`src/rtl/key_inverter.sv`:
```
// Modular inverse engine: d = e^-1 mod totient using the extended Euclidean
// algorithm with a bit-serial shift-subtract divider; n is forwarded as n_out.
module key_inverter (
  input  logic        clk,
  input  logic        rst_n,
  input  logic        start,
  input  logic [23:0] e,
  input  logic [23:0] totient,
  input  logic [23:0] n,
  output logic [23:0] d,
  output logic [23:0] n_out,
  output logic        busy,
  output logic        done,
  output logic        err
);

  typedef enum logic [2:0] {
    IDLE   = 3'd0,
    CHECK  = 3'd1,
    DIV    = 3'd2,
    UPDATE = 3'd3,
    FIX    = 3'd4,
    FIN    = 3'd5
  } state_t;

  state_t      state_r, state_s;
  logic [23:0] e_r, tot_r;
  logic [23:0] r0_r, r1_r;
  logic [23:0] dvd_r;
  logic [24:0] rem_r;
  logic [25:0] t0_r, t1_r;
  logic [4:0]  cnt_r;
  logic        fix_step_r;
  logic [23:0] d_fix_r;
  logic        err_fix_r;

  logic        accept_s;
  logic [24:0] pr_s;
  logic [24:0] sub_s;
  logic        ge_s;
  logic [25:0] prod_s;
  logic [25:0] d_adj_s;
  logic [23:0] d_commit_s;
  logic        err_commit_s;

  assign accept_s = (state_r == IDLE) && start && !busy;

  // One divider step: shift in the next dividend bit, subtract when it fits
  assign pr_s   = {rem_r[23:0], dvd_r[23]};
  assign sub_s  = pr_s - {1'b0, r1_r};
  assign ge_s   = (pr_s >= {1'b0, r1_r});

  // After DIV, dvd_r holds the quotient; low 26 bits of the product are exact
  assign prod_s  = {2'b00, dvd_r} * t1_r;
  assign d_adj_s = t0_r + {2'b00, tot_r};

  // State register
  always_ff @(posedge clk) begin
    if (!rst_n) begin
      state_r <= IDLE;
    end else begin
      state_r <= state_s;
    end
  end

  // Next-state logic
  always_comb begin
    state_s = state_r;
    case (state_r)
      IDLE: begin
        if (accept_s) state_s = CHECK;
        else          state_s = IDLE;
      end
      CHECK: begin
        if ((e_r == 24'd0) || (tot_r < 24'd2)) state_s = FIN;
        else                                   state_s = DIV;
      end
      DIV: begin
        if (cnt_r == 5'd23) state_s = UPDATE;
        else                state_s = DIV;
      end
      UPDATE: begin
        if (rem_r[23:0] != 24'd0) state_s = DIV;
        else                      state_s = FIX;
      end
      FIX: begin
        if (fix_step_r) state_s = FIN;
        else            state_s = FIX;
      end
      FIN:     state_s = IDLE;
      default: state_s = IDLE;
    endcase
  end

  // Result committed on entry to FIN: early error or the normalised inverse
  always_comb begin
    d_commit_s   = d_fix_r;
    err_commit_s = err_fix_r;
    if (state_r == CHECK) begin
      d_commit_s   = 24'd0;
      err_commit_s = 1'b1;
    end else begin
      d_commit_s   = d_fix_r;
      err_commit_s = err_fix_r;
    end
  end

  // Euclid datapath: operand capture, divider, remainder/coefficient update, fix-up
  always_ff @(posedge clk) begin
    if (!rst_n) begin
      e_r        <= 24'd0;
      tot_r      <= 24'd0;
      r0_r       <= 24'd0;
      r1_r       <= 24'd0;
      dvd_r      <= 24'd0;
      rem_r      <= 25'd0;
      t0_r       <= 26'd0;
      t1_r       <= 26'd0;
      cnt_r      <= 5'd0;
      fix_step_r <= 1'b0;
      d_fix_r    <= 24'd0;
      err_fix_r  <= 1'b0;
    end else begin
      case (state_r)
        IDLE: begin
          if (accept_s) begin
            e_r   <= e;
            tot_r <= totient;
          end
        end
        CHECK: begin
          r0_r       <= tot_r;
          r1_r       <= e_r;
          t0_r       <= 26'd0;
          t1_r       <= 26'd1;
          dvd_r      <= tot_r;
          rem_r      <= 25'd0;
          cnt_r      <= 5'd0;
          fix_step_r <= 1'b0;
        end
        DIV: begin
          rem_r <= ge_s ? sub_s : pr_s;
          dvd_r <= {dvd_r[22:0], ge_s};
          cnt_r <= cnt_r + 5'd1;
        end
        UPDATE: begin
          r0_r  <= r1_r;
          r1_r  <= rem_r[23:0];
          t0_r  <= t1_r;
          t1_r  <= t0_r - prod_s;
          dvd_r <= r1_r;
          rem_r <= 25'd0;
          cnt_r <= 5'd0;
        end
        FIX: begin
          fix_step_r <= 1'b1;
          if (r0_r != 24'd1) begin
            d_fix_r   <= 24'd0;
            err_fix_r <= 1'b1;
          end else if (t0_r[25]) begin
            d_fix_r   <= d_adj_s[23:0];
            err_fix_r <= 1'b0;
          end else begin
            d_fix_r   <= t0_r[23:0];
            err_fix_r <= 1'b0;
          end
        end
        default: begin
          fix_step_r <= fix_step_r;
        end
      endcase
    end
  end

  // Registered outputs: status follows the next state, results held until next accept
  always_ff @(posedge clk) begin
    if (!rst_n) begin
      d     <= 24'd0;
      n_out <= 24'd0;
      busy  <= 1'b0;
      done  <= 1'b0;
      err   <= 1'b0;
    end else begin
      busy <= (state_s != IDLE);
      done <= (state_s == FIN);
      if (accept_s) begin
        n_out <= n;
      end else begin
        n_out <= n_out;
      end
      if ((state_s == FIN) && (state_r != FIN)) begin
        d   <= d_commit_s;
        err <= err_commit_s;
      end else begin
        d   <= d;
        err <= err;
      end
    end
  end

endmodule

```
`config.mk`:
```
export PLATFORM = sky130hd
export DESIGN_NAME = key_inverter
export DESIGN_NICKNAME = d
export VERILOG_FILES = /design/src/rtl/key_inverter.sv
export SDC_FILE = /design/constraint.sdc
export NUM_CORES = 2
export LEC_CHECK = 0
export ABC_AREA = 1
export CAP_MARGIN = 20
export CORE_UTILIZATION = 51
export CTS_CLUSTER_SIZE = 28
export DETAILED_ROUTE_END_ITERATION = 10
export DONT_BUFFER_PORTS = 1
export GPL_TIMING_DRIVEN = 0
export PLACE_DENSITY = 0.72
export SLEW_MARGIN = 10
export SYNTH_ARGS = -nofsm -noshare
export SYNTH_HDL_FRONTEND = slang
export SYNTH_SLANG_ARGS = --single-unit
```
`constraint.sdc`:
```
create_clock -name clk -period 10.9 [get_ports clk]
set_input_delay 1.09 -clock clk [delete_from_list [all_inputs] [get_ports clk]]
set_output_delay 1.09 -clock clk [all_outputs]
set_load 0.005 [all_outputs]
```
### Yosys cells after proc, flatten, opt, wreduce, memory -nomap -nowiden

Index checks and enable logic that the tools add are counted.

* $add $sub $neg: 4
* $mul: 1
* div/mod/pow operators: 0
* $lt $le $gt $ge: 2
* equality and inequality tests: 8
* shift-type cells: 0
* mux-type cells: 20
* bitwise gates (word level): 0
* reduce and logical (&&, ||, !) cells: 15

Operator list (count)
* $pmux 24 s2: 3
* $pmux 26 s2: 2
* $mux 24: 4
* $pmux 24 s3: 1
* $mul 24x26->26: 1
* $sub 26x26->26: 1
* $ge 25x24->1: 1
* $add 24x24->24: 1
* $logic_not 24->1: 1
* $lt 24x2->1 const B: 1
* $ne 24x1->1 const B: 1
* $reduce_bool 24->1: 1
* $sub 24x24->24: 1
* $pmux 3 s5: 1
* $pmux 5 s2: 1
* $eq 3x2->1 const B: 2
* $eq 3x3->1 const B: 2
* $mux 3: 2
* $reduce_bool 2->1: 3
* $reduce_bool 3->1: 2
* $add 5x1->5 const B: 1
* $eq 5x5->1 const B: 1
* $mux 1: 5
* $eq 3x1->1 const B: 1
* other kinds (8): 10

* register bits after elaboration: 281
* latch bits: 0
* bits in writable memories: 0
* ROM bits: 0
* input port bits: 75
* output and inout bits: 51
* logic and storage cells: 68
* memories kept: 0

### Longest topological paths before layout

* word-level depth: 7
* mapped depth: 33
* mapped depth without buffers: 31

### Worst setup path after synthesis

OpenSTA, ideal clock, no wires.

* path type: register to register
* from: register dvd_r[6]
* to: register t1_r[22]
* arrival time: 6.117 ns
* data required time: 10.773 ns
* slack: 4.657 ns
* cell stages (with the launch flop): 24
* path buffers: 2
* cells stage by stage: dfxtp_1 -> clkbuf_1 -> buf_1 -> nand2_1 -> fa_1 -> fa_1 -> inv_1 -> fa_1 -> inv_1 -> fa_1 -> fa_1 -> fa_1 -> inv_1 -> fa_1 -> inv_1 -> ha_1 -> a21oi_1 -> o21ai_0 -> a21oi_1 -> nand3_1 -> a31o_2 -> or2_2 -> nand3_1 -> o21ai_0

* word-level cells in the longest chain between the ends: 3

Ends and longest elaborated chain
* from (decl): line 29 `logic [23:0] dvd_r;`
* from (signal assigned): line 136 `dvd_r <= tot_r;`
* from (signal assigned): line 143 `dvd_r <= {dvd_r[22:0], ge_s};`
* from (signal assigned): line 151 `dvd_r <= r1_r;`
* $mul 24x26->26: line 54 `assign prod_s = {2'b00, dvd_r} * t1_r;`
* $sub 26x26->26: line 150 `t1_r <= t0_r - prod_s;`
* $pmux 26 s2: line 124 `case (state_r)`
* to (signal assigned): line 150
* to (decl): line 31 `logic [25:0] t0_r, t1_r;`

Every way passes these cells.
A chain may end at the register's enable or synchronous reset.

### Worst setup path after layout

Ends and elaborated chain as after synthesis.

==> impl_metrics.toml <==
[floorplanning]
die_height_um = 229
io_pins = 126
design.die.area_sq_mm = 0.0524
initial_core_util = 0.521
core-area_sq_mm = 0.0505
rows = 82
die_x_um = 229

[cells_and_area]
synthToLayoutAreaGrowth_pct = 6.79
nets = 4223
final_area_sq_mm = 0.0281
final_layout_size_suffix_gt1_frac = 0.0276
final_cells = 4407
final_cell_mix = "inv_1, nand2_1, fa_1"
final_common_cell = "inv_1"

[clock_network]
cts_setup_buffers = 0
cts_tree = "built"
h-tree-depth = 1
cts_resized = 0
numCtsBuffers = 29
clk_path_buf_depth = 3
clockRootBuffer = "clkbuf_16"
clk_pin_slew_ps = 70
clock-sinks = 281
cts_hold_buf = 0
clock_latency_ps = 580

[routing]
vias_per_cell = 5.52
routed_wl_um = 87400
drcViolationCount = 0
drt-initial-drc-count = 2256
vias = 24300
drt-pass1-iter-count = 5
ant_nets = 0
wl_per_cell_um = 19.8

[critical_path]
critPathLaunchType = "flip-flop"
worstPathArrival_ps = 8080
slowest_delay_ps = 760
crit_chain = "clkbuf_1, buf_1, nand2_1, fa_1, fa_1, inv_1, fa_1, inv_1, fa_1, fa_1, fa_1, inv_1, fa_1, inv_1, ha_1, a21oi_1, o21ai_0, a21oi_1, nand3_1, a31o_2, or2_2, nand3_1, o21ai_0"
crit_top_cell = "fa_1"
crit_type = "reg2reg"
cp.buffers_inverters = 6
r2r_start = "dvd_r[6]$_SDFFE_PN0P_"
crit_path_top_delay_cell = "clkbuf_1"
cp_max_fo = 11
cp_top_family = "adder cells"
end_kind = "flip-flop"
reg2reg_depth = 23
ff2ff_setup_slack_ps = 3250
timing.rr.end = "t1_r[22]$_SDFFE_PN0N_"
crit_required_ps = 11340

[run]
max_cap_viol_count = 0

[synth]
synth_enable_flop_cells = 0
yosysWarningCount = 0
syn_avg_cell_area_sq_um = 7.14
synth.largest_area_cell = "fa_1"
synth_flop_cell = "dfxtp_1"
ys_types = 57
syn_inst = 3682
synth.area.top_cells = "fa_1, dfxtp_1, inv_1"
synth_top_cell_area_share = 0.218
ys_seq_elements = 281
syn_area_sq_mm = 0.0263
ys_seq_area_frac = 0.214
syn_nets = 4192
synth_async_sr_flop_share = 0

[power]
p_leak_nw = 14.6
peakVddDrop_v = 0.000284
pwr_density_cell_mw_per_mm2 = 201

[global_route]
grt-ovfl-total = 0
antenna_found_initial = 2
grt_util_all_layers = 0.333
grt_pass1_vias = 23400
grt_pass1_wl_um = 135000
grt_max_degree = 15

[placement]
finalWeightedCongestion = 1.03
dp_hpwl_um = 71100
io_buffer_count = 0
place_inst = 4354
placed_cell_area_sq_mm = 0.0271

[status]
status = "complete, no violations"

[timing]
worst_pin_slew_ps = 996
maxSlewHeadroom = 0.336
slew_viol_final = 0
rsz0062_at_grt = "no"
fin_crit_ps = 7650
fmax_mhz = 131
hold_violations = 0
post-route-period-util = 0.702
setup_viol = 0
final.setup_skew_ps = 31.1
tns_ps = 0
holdWs_ps = 468

[hold_path]
min-delay-start = "d_fix_r[21]$_SDFFE_PN0P_"
min_to = "d_fix_r[21]$_SDFFE_PN0P_"
hold_class = "reg2reg"
whs_path_depth = 2
-- final cells by class --
class	instances	area (sq um)
Antenna cell	2	5.00
Buffer	175	704
Clock buffer	38	779
Clock inverter	13	160
Fill cell	5059	22400
Inverter	857	3220
Multi-Input combinational cell	2369	16700
Sequential cell	281	5630
Tap cell	672	841
-- synthesized netlist by cell type (all sizes together) (36+ instances only) --
library cell,number
inv,854
nand2,844
fa,286
dfxtp,281
a21oi,239
nor2,221
o21ai,193
ha,149
nand3,139
clkbuf,131
buf,44
o211ai,37
o22ai,36
-- per-stage QoR --
| step | setup WS, ps | util | total power, mW |
|---|---|---|---|
| 2_1_floorplan | 4660 | - | 3.58 |
| 3_3_place_gp | 3490 | 0.537 | 4.51 |
| 3_5_place_dp | 3400 | 0.537 | 4.53 |
| 4_1_cts | 3380 | 0.556 | 5.54 |
| 5_1_grt | 2910 | 0.556 | 6.01 |
| 6_report | 3250 | 0.556 | 5.64 |
-- power by group --
part	internal [mW]	switching, mW	total, mW	leakage (nW)
Clock	0.575	0.434	1.01	0.455
Sequential	1.19	0.180	1.37	2.29
Combinational	1.01	2.25	3.26	11.8
-- state kept, by name, indices dropped and copies added (netlist names), 24 cells and up --
name	flops
rem_r	24
d	24
e_r	24
tot_r	24
n_out	24
r0_r	24
r1_r	24
d_fix_r	24
dvd_r	24
t1_r	26
t0_r	26
-- per-layer routing --
layer / up-vias / wire length (um) / share of wire / track usage
met3: 227 / 7170 / 0.082 / 0.0448
met1: 11500 / 35700 / 0.41 / 0.438
li1: 11400 / - / - / -
met4: 0 / 4320 / 0.049 / 0.148
met5: - / 0 / 0 / 0
met2: 1207 / 40200 / 0.46 / 0.547
-- cells by family after synthesis --
kind of cell               Yosys count  share of synthesized area
and+or+nand+nor                   1290                      0.202
buffers and inverters             1032                      0.149
AOI/OAI and AO/OA                  596                      0.130
adders and majority gates          435                      0.289
DFF                                281                      0.214
xor gates and xnor gates            48                     0.0160
-- worst max path at each step --
stage                                from                    end  cells after the start
finish              dvd_r[6]$_SDFFE_PN0P_  t1_r[22]$_SDFFE_PN0N_                     23
global route         t1_r[7]$_SDFFE_PN0N_  t1_r[22]$_SDFFE_PN0N_                     23
CTS                 dvd_r[6]$_SDFFE_PN0P_  t1_r[22]$_SDFFE_PN0N_                     23
detailed placement  dvd_r[6]$_SDFFE_PN0P_  t1_r[22]$_SDFFE_PN0N_                     23
global placement    dvd_r[6]$_SDFFE_PN0P_  t1_r[22]$_SDFFE_PN0N_                     23
floorplan           dvd_r[6]$_SDFFE_PN0P_  t1_r[22]$_SDFFE_PN0N_                     23
-- tightest hold or removal path, cell delays in order, from the launching register on --
cell     delay (ps)
dfxtp_1         310
nand2_1          60
a21oi_1          60
Power figures use the tool's default switching activity.
